File: src/rtl/c432_key_loader.sv
// Serial loader for the camouflaged c432 select key (s_0..s_11), committed atomically.
// Optional trailing even-parity bit enabled by defining CAM_KEY_PARITY_EN.
module c432_key_loader #(
    parameter int unsigned NUM_CAM      = 6,
    parameter int unsigned BITS_PER_CAM = 2,
    parameter int unsigned TIMEOUT      = 255
) (
    input  logic                                clk,
    input  logic                                rst,
    input  logic                                start,
    input  logic                                key_bit,
    input  logic                                key_valid,
    output logic                                key_ready,
    output logic [NUM_CAM*BITS_PER_CAM-1:0]     key_out,
    output logic                                key_locked,
    output logic                                busy,
    output logic                                load_err
);

    localparam int unsigned KEY_W  = NUM_CAM * BITS_PER_CAM;
    localparam int unsigned CNT_W  = $clog2(KEY_W + 1);
    localparam int unsigned IDLE_W = 8;

`ifdef CAM_KEY_PARITY_EN
    typedef enum logic [2:0] {
        ST_IDLE   = 3'd0,
        ST_SHIFT  = 3'd1,
        ST_PAR    = 3'd2,
        ST_COMMIT = 3'd3,
        ST_ERR    = 3'd4
    } state_t;
    localparam state_t ST_AFTER_SHIFT = ST_PAR;
`else
    typedef enum logic [2:0] {
        ST_IDLE   = 3'd0,
        ST_SHIFT  = 3'd1,
        ST_COMMIT = 3'd3,
        ST_ERR    = 3'd4
    } state_t;
    localparam state_t ST_AFTER_SHIFT = ST_COMMIT;
`endif

    state_t             state_q;
    logic [KEY_W-1:0]   shadow_q;
    logic [CNT_W-1:0]   bit_cnt_q;
    logic [IDLE_W-1:0]  idle_cnt_q;
    logic [KEY_W-1:0]   key_out_q;
    logic               key_locked_q;
    logic               busy_q;
    logic               load_err_q;

    logic               last_bit_c;
    logic               timeout_c;

    // This idle cycle is the TIMEOUT-th one since the last accept.
    assign timeout_c  = (idle_cnt_q == IDLE_W'(TIMEOUT - 1));
    assign last_bit_c = (bit_cnt_q == CNT_W'(KEY_W - 1));

    always_ff @(posedge clk) begin
        if (rst) begin
            state_q      <= ST_IDLE;
            shadow_q     <= '0;
            bit_cnt_q    <= '0;
            idle_cnt_q   <= '0;
            key_out_q    <= '0;
            key_locked_q <= 1'b0;
            busy_q       <= 1'b0;
            load_err_q   <= 1'b0;
        end else if (start) begin
            // Restart from any state; a bit offered this cycle is dropped.
            state_q    <= ST_SHIFT;
            shadow_q   <= '0;
            bit_cnt_q  <= '0;
            idle_cnt_q <= '0;
            busy_q     <= 1'b1;
            load_err_q <= 1'b0;
        end else begin
            case (state_q)
                ST_SHIFT: begin
                    if (key_valid) begin
                        shadow_q   <= {key_bit, shadow_q[KEY_W-1:1]};
                        idle_cnt_q <= '0;
                        if (last_bit_c) begin
                            bit_cnt_q <= '0;
                            state_q   <= ST_AFTER_SHIFT;
                        end else begin
                            bit_cnt_q <= bit_cnt_q + CNT_W'(1);
                        end
                    end else if (timeout_c) begin
                        state_q <= ST_ERR;
                    end else begin
                        idle_cnt_q <= idle_cnt_q + IDLE_W'(1);
                    end
                end
`ifdef CAM_KEY_PARITY_EN
                ST_PAR: begin
                    // Even parity over key bits plus the trailing parity bit.
                    if (key_valid) begin
                        idle_cnt_q <= '0;
                        if ((^shadow_q) ^ key_bit) begin
                            state_q <= ST_ERR;
                        end else begin
                            state_q <= ST_COMMIT;
                        end
                    end else if (timeout_c) begin
                        state_q <= ST_ERR;
                    end else begin
                        idle_cnt_q <= idle_cnt_q + IDLE_W'(1);
                    end
                end
`endif
                ST_COMMIT: begin
                    key_out_q    <= shadow_q;
                    key_locked_q <= 1'b1;
                    busy_q       <= 1'b0;
                    state_q      <= ST_IDLE;
                end
                ST_ERR: begin
                    load_err_q <= 1'b1;
                    busy_q     <= 1'b0;
                    state_q    <= ST_IDLE;
                end
                default: begin
                    state_q <= ST_IDLE;
                end
            endcase
        end
    end

`ifdef CAM_KEY_PARITY_EN
    assign key_ready = (state_q == ST_SHIFT) || (state_q == ST_PAR);
`else
    assign key_ready = (state_q == ST_SHIFT);
`endif

    assign key_out    = key_out_q;
    assign key_locked = key_locked_q;
    assign busy       = busy_q;
    assign load_err   = load_err_q;

endmodule
File: config.mk
export PLATFORM = sky130hd
export DESIGN_NAME = c432_key_loader
export DESIGN_NICKNAME = d
export VERILOG_FILES = /design/src/rtl/c432_key_loader.sv
export SDC_FILE = /design/constraint.sdc
export NUM_CORES = 1
export LEC_CHECK = 0
export BUFFER_PORTS_ARGS = -buffer_cell sky130_fd_sc_hd__buf_2
export CORE_ASPECT_RATIO = 0.75
export CORE_MARGIN = 1.5
export CORE_UTILIZATION = 55
export CTS_BUF_LIST = sky130_fd_sc_hd__clkbuf_4
export DETAILED_ROUTE_END_ITERATION = 7
export PLACE_DENSITY = 0.83
export SLEW_MARGIN = 20
export SYNTH_ARGS = -nofsm -noshare
export SYNTH_HDL_FRONTEND = slang
export SYNTH_SLANG_ARGS = --single-unit
File: constraint.sdc
create_clock -name clk -period 2.1 [get_ports clk]
set_input_delay 0.21 -clock clk [delete_from_list [all_inputs] [get_ports clk]]
set_output_delay 0.21 -clock clk [all_outputs]
set_load 0.02 [all_outputs]
==> reports/results.tsv, run 1 <==
stage	metric	value	unit
outcome	status	completed	
floorplan	pin_count	21	
critical_path	rr_endpoint	idle_cnt_q[6]	
synthesis	ys_warn_count	0	
synthesis	syn_nets	203	
critical_path	cp_max_fo	7	
detailed_routing	drtIter0Drc	86	
global_routing	grt_max_degree	20	
floorplan	rows	17	
pwr	leakage	0.7061	nW
place	dpl_worst_slack	0.3149	ns
timing	tightest_slew	0.4290	ns
clock_tree	cts_hold_buf	0	
critical_path	reg2reg_slack	0.29	ns
detailed_routing	vias	1359	
timing	worst_slack	0.2939	ns
floorplan	core_area	2893	sq um
critical_path	crit_type	flip-flop to flip-flop	
timing	fin_crit_sh	0.8601	
critical_path	worstReg2RegStart	idle_cnt_q[0]	
place	portBuffers	20	
floorplan	die-area	3346	sq um
synthesis	synth_seq_area_share	0.5087	
clock_tree	cts_tree	yes	
timing	setup_viol	0	
detailed_routing	post-route-drc-count	0	
clock_tree	clk_latency	0.34	ns
synthesis	synth_seq_cells	42	
timing	drv_slew	0	
layout	fin_nets	225	
critical_path	startpoint_type	flip-flop	
floorplan	start_util	0.5714	
floorplan	die_y	50.48	um
layout	area_growth	13.40	%
global_routing	antenna_found_initial	0	
synthesis	syn_inst	195	
critical_path	crit_required	2.34	ns
timing	fmax	553.7	MHz
floorplan	dieWidth	66.30	um
place	gp_congestion	0.8941	
layout	diodes	0	
global_routing	grt_pass1_vias	1174	
synthesis	syn_avg_cell_area	8.476	sq um
synthesis	synth_area	1653	sq um
clock_tree	htree_levels	2	
clock_tree	root_buffer	clkbuf_4	
detailed_routing	wl_per_cell	11.57	um
critical_path	cp.arrival	2.05	ns
pwr	pwr_density_cell	723.8	nW/um^2
clock_tree	clk_pin_slew_worst_paths	0.12	ns
detailed_routing	ant_nets	0	
critical_path	endpoint_kind	flip-flop	
timing	rsz0062_at_grt	false	
worst_hold_path	hp-start	key_bit	
detailed_routing	viasPerCell	5.329	
worst_hold_path	holdPathStages	3	
layout	final_area	1874	sq um
timing	relSlewSlack	0.7140	
detailed_routing	drt-total-wl	2951	um
timing	post-route-min-period	1.806	ns
timing	setup_tns	0	ns
timing	holdWs	0.1029	ns
critical_path	rr_worst_depth	6	
timing	finalHoldViolations	0	
clock_tree	cts-buffers-inserted	5	
place	placedInstanceArea	1803	sq um
detailed_routing	dr.pass1.iters	4	
place	dp_hpwl	2051	um
global_routing	grtUsageTotal	0.1981	
clock_tree	clk_path_buf_depth	2	
global_routing	grt_pass1_wl	5037	um
synthesis	synth_cell_type_count	38	
layout	final_layout_size_suffix_gt1_frac	0.1797	
timing	finalClockSkew	0.005121	ns
clock_tree	post_cts_buffers	0	
global_routing	overflow	0	
worst_hold_path	hold_class	input pin to flip-flop	
worst_hold_path	hold_end	shadow_q[11]	
run	max_cap_violations	0	
clock_tree	cts-resized-gates	0	
pwr	max-vdd-ir-drop	0.6622	mV
clock_tree	cts_sinks	42	
layout	post-route-util	0.6479	
-- cells by family (layout without fill, tap and decap cells) --
group / Yosys count / after routing / synth area share
flip-flops: 42 / 42 / 0.5087
multiplexers: 1 / 1 / 0.006056
adder cells (fa/ha/maj): 3 / 3 / 0.02271
XOR/XNOR: 5 / 5 / 0.02650
buffers and inverters: 12 / 34 / 0.02725
AO/OA/AOI/OAI: 40 / 40 / 0.1416
AND/OR/NAND/NOR: 92 / 92 / 0.2672
-- stage by stage --
| step | std cells | total power, W |
|---|---|---|
| after floorplan | 195 | 0.0008667 |
| after global placement | 248 | 0.0008886 |
| after detailed placement | 248 | 0.0008900 |
| after CTS | 255 | 0.001360 |
| after global routing | 255 | 0.001410 |
| final | 255 | 0.001357 |
-- synth_stat cells --
master | number | area, sq um
nand2_1 | 57 | 214.0
dfxtp_1 | 42 | 840.8
a21oi_1 | 29 | 145.1
nor2_1 | 14 | 52.55
clkbuf_1 | 8 | 30.03
and3_1 | 3 | 18.77
ha_1 | 3 | 37.54
xor2_1 | 3 | 26.28
inv_1 | 2 | 7.510
nor2b_1 | 2 | 12.51
o211ai_1 | 2 | 15.01
or2_2 | 2 | 12.51
or3_1 | 2 | 12.51
xnor2_1 | 2 | 17.52
a211o_1 | 1 | 8.760
a211oi_1 | 1 | 7.510
a311oi_1 | 1 | 8.760
a31o_2 | 1 | 8.760
a31oi_1 | 1 | 6.260
a41oi_1 | 1 | 8.760
and4bb_2 | 1 | 12.51
buf_1 | 1 | 3.750
inv_2 | 1 | 3.750
mux2i_1 | 1 | 10.01
nand3_1 | 1 | 5.000
nand3b_1 | 1 | 7.510
nand4_1 | 1 | 6.260
nand4_4 | 1 | 21.27
nand4b_1 | 1 | 8.760
nor3_1 | 1 | 5.000
nor4_1 | 1 | 6.260
nor4bb_1 | 1 | 10.01
o211a_1 | 1 | 10.01
o21a_1 | 1 | 7.510
o31ai_1 | 1 | 7.510
or3b_4 | 1 | 11.26
or4b_4 | 1 | 13.76
or4bb_1 | 1 | 11.26
-- per-layer routing --
layer  track usage  part of all wire  wire length [um]  vias up
met3       0.05381             0.036               105        5
li1              -                 -                 -      705
met2        0.3083              0.45              1324       19
met1        0.2589              0.50              1486      630
met4       0.08503             0.012                34        0
met5             0                 0                 0        -
-- power by group --
group,internal [W],leakage [nW],switching (W)
Combinational,0.0000230,0.328,0.0000415
Sequential,0.000802,0.339,0.00000616
Clock,0.000241,0.0387,0.000243
-- final cells by class --
class,count,area (sq um)
Clock buffer,5,37.54
Clock inverter,2,33.78
Fill cell,249,1018
Inverter,3,11.26
Multi-Input combinational cell,141,773.2
Sequential cell,42,840.8
Tap cell,38,47.55
Timing Repair Buffer,24,130.1
-- worst max-delay path, stage by stage, from the launching register on --
cell and delay (ns):
dfxtp_1 0.48, inv_1 0.07, ha_1 0.21, nand4b_1 0.23, or4b_4 0.50, xor2_1 0.15
nor2_1 0.06
-- registers in the layout, summed over array words and instances (netlist names) --
name,flops
key_out,12
shadow_q,12
idle_cnt_q,8
bit_cnt_q,4
state_q,3
busy,1
key_locked,1
load_err,1
-- how the worst max path moves through the flow --
stage          slack, ns            end  cells past startpoint          start
6_report            0.29  idle_cnt_q[6]                      6  idle_cnt_q[0]
5_1_grt             0.21  idle_cnt_q[6]                      6  idle_cnt_q[0]
4_1_cts             0.30  idle_cnt_q[6]                      6  idle_cnt_q[0]
3_5_place_dp        0.31  idle_cnt_q[6]                      6  idle_cnt_q[0]
3_3_place_gp        0.42  idle_cnt_q[6]                      6  idle_cnt_q[0]
2_1_floorplan       0.47  idle_cnt_q[6]                      6  idle_cnt_q[0]
-- cells in the final DEF (no fill, tap or decap), types with 2 or more instances in the layout --
master    instances
nand2_1          57
dfxtp_1          42
a21oi_1          29
buf_2            20
nor2_1           14
clkbuf_4          5
buf_4             4
and3_1            3
xor2_1            3
ha_1              3
inv_1             2
or2_2             2
or3_1             2
nor2b_1           2
o211ai_1          2
xnor2_1           2
(Power assumes the default switching activity.)
==> inputs of run 2 (changes only) <==
==> constraint.sdc (replaced) <==
create_clock -name clk -period 2.1 [get_ports clk]
set_input_delay 0 -clock clk [delete_from_list [all_inputs] [get_ports clk]]
set_output_delay 0 -clock clk [all_outputs]
set_load 0.02 [all_outputs]
==> run 2 against run 1 <==
Sequential power hardly changed. Clock skew up 0.0069 ns. Clock-buffer cell count is the same. Fmax is 5.4% lower. Worst setup slack worse by 0.10 ns. Sequential share of layout area decreased by 0.20 points. Via count up 0.66%. Power is 9.4% lower. Critical path type unchanged. Largest cell class unchanged.
==> reports/results.tsv, run 2 (synthesis results as in run 1) <==
stage	metric	value	unit
clock_tree	clk_latency	0.35	ns
detailed_routing	drtIter0Drc	76	
pwr	pwr_density_cell	651.7	nW/um^2
global_routing	grt_max_degree	21	
layout	nFillCells	274	
detailed_routing	wl_per_cell	12.15	um
floorplan	core_area	2893	sq um
timing	relSlewSlack	0.7116	
layout	layout_common_cells	nand2_1 (57), dfxtp_1 (41), a21oi_1 (29)	
floorplan	dieWidth	66.30	um
detailed_routing	vias	1368	
timing	rsz0062_at_grt	false	
clock_tree	root_buffer	clkbuf_4	
worst_hold_path	hold_class	input pin to flip-flop	
pwr	power	0.001229	W
worst_hold_path	hp-start	rst	
global_routing	antenna_found_initial	0	
critical_path	critPathLaunch	state_q[0]	
global_routing	grt_pass1_vias	1151	
critical_path	endpoint_kind	flip-flop	
clock_tree	cts_sinks	42	
critical_path	crit_required	2.40	ns
pwr	leakage	0.7098	nW
critical_path	cp.arrival	2.21	ns
clock_tree	cts_tree	yes	
pwr	max-vdd-ir-drop	0.5227	mV
layout	regArea	842.1	sq um
timing	finalClockSkew	0.01204	ns
detailed_routing	post-route-drc-count	0	
place	portBuffers	20	
timing	drv_slew	0	
critical_path	rr_worst_depth	6	
timing	holdWs	0.0006209	ns
timing	post-route-min-period	1.909	ns
critical_path	cp_max_fo	7	
detailed_routing	viasPerCell	5.302	
clock_tree	cts-buffers-inserted	5	
floorplan	die-area	3346	sq um
global_routing	grt_pass1_wl	5161	um
timing	fin_crit_sh	0.9092	
critical_path	rr_endpoint	state_q[0]	
timing	tightest_slew	0.4326	ns
worst_hold_path	holdPathStages	2	
global_routing	overflow	0	
global_routing	grtUsageTotal	0.2075	
layout	multi_input_area	773.2	sq um
floorplan	rows	17	
detailed_routing	drt-total-wl	3134	um
critical_path	startpoint_type	flip-flop	
clock_tree	clk_path_buf_depth	2	
layout	area_growth	14.08	%
timing	fmax	523.7	MHz
critical_path	worstReg2RegStart	state_q[0]	
layout	final_layout_size_suffix_gt1_frac	0.1773	
clock_tree	htree_levels	2	
clock_tree	clk_pin_slew_worst_paths	0.12	ns
outcome	status	completed	
place	gp_congestion	0.8379	
critical_path	crit_type	flip-flop to flip-flop	
place	dp_hpwl	2117	um
floorplan	start_util	0.5714	
timing	finalHoldViolations	0	
floorplan	pin_count	21	
layout	fin_nets	229	
layout	final_common_cell	nand2_1	
critical_path	reg2reg_slack	0.19	ns
detailed_routing	dr.pass1.iters	4	
detailed_routing	ant_nets	0	
timing	setup_viol	0	
run	max_cap_violations	0	
timing	setup_tns	0	ns
floorplan	die_y	50.48	um
worst_hold_path	hold_end	busy	
layout	diodes	0	
[run 2: metrics by stage]
| step | std cells | setup WS (ns) | util | area [sq um] |
|---|---|---|---|---|
| detailed placement | 247 | 0.3767 | 0.6207 | 1795 |
| CTS | 257 | 0.1133 | 0.6488 | 1877 |
| floorplan | 195 | 0.4736 | - | 1653 |
| global route | 258 | 0.03183 | 0.6518 | 1886 |
| global placement | 247 | 0.4268 | 0.6207 | 1795 |
| finish | 258 | 0.1906 | 0.6518 | 1886 |
[run 2: report_power, final]
group	leakage [nW]	switching (W)	internal [W]	total, W
registers	0.340	0.00000602	0.000802	0.000808
clock network	0.0246	0.000237	0.000115	0.000351
logic	0.346	0.0000428	0.0000270	0.0000698
total	0.710	0.000286	0.000943	0.00123
[run 2: worst max-delay path by stage]
stage / end / slack, ns / cells after the start
after floorplan: idle_cnt_q[6] / 0.47 / 6
after global placement: idle_cnt_q[6] / 0.43 / 6
final: state_q[0] / 0.19 / 6
after detailed placement: idle_cnt_q[6] / 0.38 / 6
after global routing: state_q[0] / 0.03 / 6
after CTS: state_q[0] / 0.11 / 6
[run 2: timing repair]
item	CTS	global route
hold buffers	4	0
endpoints found under the setup margin	0	1
hold endpoints to repair	4	0
setup buffers	0	1
resized for setup	0	1
[run 2: final cells by class]
cell class	count	share of cell area
Tap cell	38	0.02522
Sequential cell	42	0.4466
Timing Repair Buffer	28	0.09025
Inverter	3	0.005972
Multi-Input combinational cell	141	0.4101
Clock buffer	5	0.01991
Clock inverter	1	0.001991
[run 2: metal layers]
layer | wire length (um) | GRT usage | up-vias
li1 | - | - | 708
met1 | 1620 | 0.2931 | 629
met2 | 1333 | 0.2883 | 26
met3 | 135 | 0.08072 | 5
met4 | 44 | 0.07143 | 0
met5 | 0 | 0 | -
[run 2: critical path: stages (launching register included)]
cell	delay [ns]
dfxtp_1	0.41
or3b_4	0.43
inv_2	0.14
o21a_1	0.22
nor2_1	0.05
nor2_1	0.07
dlygate4sd3_1	0.54
==> inputs of run 3 (changes only) <==
--- a/config.mk
+++ b/config.mk
@@ -5,12 +5,15 @@
 export SDC_FILE = /design/constraint.sdc
 export NUM_CORES = 1
 export LEC_CHECK = 0
+export ABC_CLOCK_PERIOD_IN_PS = 2100
 export BUFFER_PORTS_ARGS = -buffer_cell sky130_fd_sc_hd__buf_2
 export CORE_ASPECT_RATIO = 0.75
 export CORE_MARGIN = 1.5
 export CORE_UTILIZATION = 55
 export CTS_BUF_LIST = sky130_fd_sc_hd__clkbuf_4
 export DETAILED_ROUTE_END_ITERATION = 7
+export GPL_TIMING_DRIVEN = 1
+export HOLD_SLACK_MARGIN = 0.08
 export PLACE_DENSITY = 0.83
 export SLEW_MARGIN = 20
 export SYNTH_ARGS = -nofsm -noshare
==> run 3 against run 2 <==
First-iteration DRC count shrank 3.9%. Highest routed layer unchanged. Largest cell class unchanged. Sequential share of layout area shrank 0.24 points. Final cell count grew 0.39%. Register-to-register slack is essentially flat. Clock skew is essentially flat. Core utilization grew 0.35 points. Clock-buffer cell count is the same. Combinational power grew 2%.
==> reports/results.tsv, run 3 (synthesis results as in run 1) <==
stage	metric	value	unit
layout	nFillCells	273	
timing	worst_slack	0.1906	ns
global_routing	grt_max_degree	21	
pwr	max-vdd-ir-drop	0.5230	mV
floorplan	start_util	0.5714	
detailed_routing	ant_nets	0	
layout	final_layout_size_suffix_gt1_frac	0.1765	
timing	setup_viol	0	
timing	rsz0062_at_grt	false	
clock_tree	root_buffer	clkbuf_4	
layout	multi_input_area	773.2	sq um
floorplan	pin_count	21	
pwr	pwr_density_cell	649.2	nW/um^2
timing	tightest_slew	0.4352	ns
timing	fin_crit_sh	0.9092	
clock_tree	clk_path_buf_depth	2	
place	gp_congestion	0.8379	
timing	finalClockSkew	0.01204	ns
critical_path	path_common_cell	nor2_1	
global_routing	grt_pass1_wl	5175	um
timing	holdWs	0.4447	ns
layout	regArea	842.1	sq um
floorplan	rows	17	
clock_tree	cts-buffers-inserted	5	
place	dp_hpwl	2117	um
layout	fin_nets	230	
timing	drv_slew	0	
detailed_routing	drt-total-wl	3139	um
timing	setup_tns	0	ns
timing	fmax	523.7	MHz
timing	post-route-min-period	1.909	ns
outcome	status	completed	
detailed_routing	dr.pass1.iters	4	
detailed_routing	vias	1372	
critical_path	crit_type	flip-flop to flip-flop	
global_routing	overflow	0	
clock_tree	cts_tree	yes	
clock_tree	clk_pin_slew_worst_paths	0.12	ns
layout	layout_common_cells	nand2_1 (57), dfxtp_1 (41), a21oi_1 (29)	
detailed_routing	wl_per_cell	12.12	um
place	dpl_worst_slack	0.3767	ns
critical_path	cp.arrival	2.21	ns
layout	diodes	0	
worst_hold_path	hold_class	input pin to flip-flop	
critical_path	crit_required	2.40	ns
run	max_cap_violations	0	
global_routing	grtUsageTotal	0.2084	
timing	relSlewSlack	0.7099	
global_routing	grt_pass1_vias	1150	
detailed_routing	drtIter0Drc	73	
critical_path	endpoint_kind	flip-flop	
detailed_routing	post-route-drc-count	0	
critical_path	startpoint_type	flip-flop	
floorplan	die-area	3346	sq um
critical_path	critPathMaxStageDelay	0.54	ns
critical_path	path_cells	or3b_4 > inv_2 > o21a_1 > nor2_1 > nor2_1 > dlygate4sd3_1	
floorplan	core_area	2893	sq um
detailed_routing	viasPerCell	5.297	
critical_path	slowest_stage	dlygate4sd3_1	
pwr	leakage	0.7140	nW
clock_tree	cts_sinks	42	
clock_tree	htree_levels	2	
timing	finalHoldViolations	0	
layout	final_common_cell	nand2_1	
clock_tree	clk_latency	0.35	ns
floorplan	dieWidth	66.30	um
global_routing	antenna_found_initial	0	
place	portBuffers	20	
layout	area_growth	14.69	%
floorplan	die_y	50.48	um
critical_path	cp_max_fo	7	
## run 3: cell types whose count changed in the layout (fill, tap and decap cells not counted), sizes merged
cell	change
dlygate4sd3	+1
## run 3: power by group
part | switching (W) | leakage (nW) | total (W) | internal (W)
combinational | 0.0000430 | 0.350 | 0.0000712 | 0.0000282
clock | 0.000237 | 0.0246 | 0.000352 | 0.000115
sequential | 0.00000602 | 0.340 | 0.000808 | 0.000802
total | 0.000286 | 0.714 | 0.00123 | 0.000944
## run 3: critical path, delay by kind of cell (launching register included)
kind	cells	cell delay (ns)
AOI/OAI and AO/OA	1	0.22
and+or+nand+nor	3	0.55
DFF	1	0.41
buffers and inverters	2	0.68
## run 3: final cells by class
type                    count  share of cell area
clock buffers               5             0.01980
clock inverters             1            0.001980
inverters                   3            0.005941
multi-input cells         141              0.4079
flip-flops and latches     42              0.4442
well taps                  38             0.02508
repair buffers             29             0.09505
## run 3: metrics by stage
step	utilization	instance area [sq um]	instances	power, W
detailed placement	0.6207	1795	247	0.0008885
finish	0.6553	1896	259	0.001231
global placement	0.6207	1795	247	0.0008873
CTS	0.6522	1887	258	0.001236
floorplan	-	1653	195	0.0008667
global route	0.6553	1896	259	0.001284
## run 3: final timing paths
path | slack [ns] | cells past startpoint | start | to
hold reg to reg | 0.46 | 2 | key_out[4] | key_out[4]
setup / recovery | 0.19 | 6 | state_q[0] | state_q[0]
setup reg to reg | 0.19 | 6 | state_q[0] | state_q[0]
hold / removal | 0.44 | 4 | key_bit | shadow_q[11]
## run 3: routing by layer
layer	GRT usage	vias up	part of all wire
met1	0.2931	631	0.52
met3	0.08072	5	0.041
met5	0	-	0
met2	0.2917	26	0.43
li1	-	710	-
met4	0.07143	0	0.014
## run 3: timing repair
item                                    in CTS  in global routing
buffers inserted                             0                  1
resized for setup                            0                  1
hold buffers                                 5                  0
hold endpoints to repair                    17                  0
endpoints found under the setup margin       0                  1
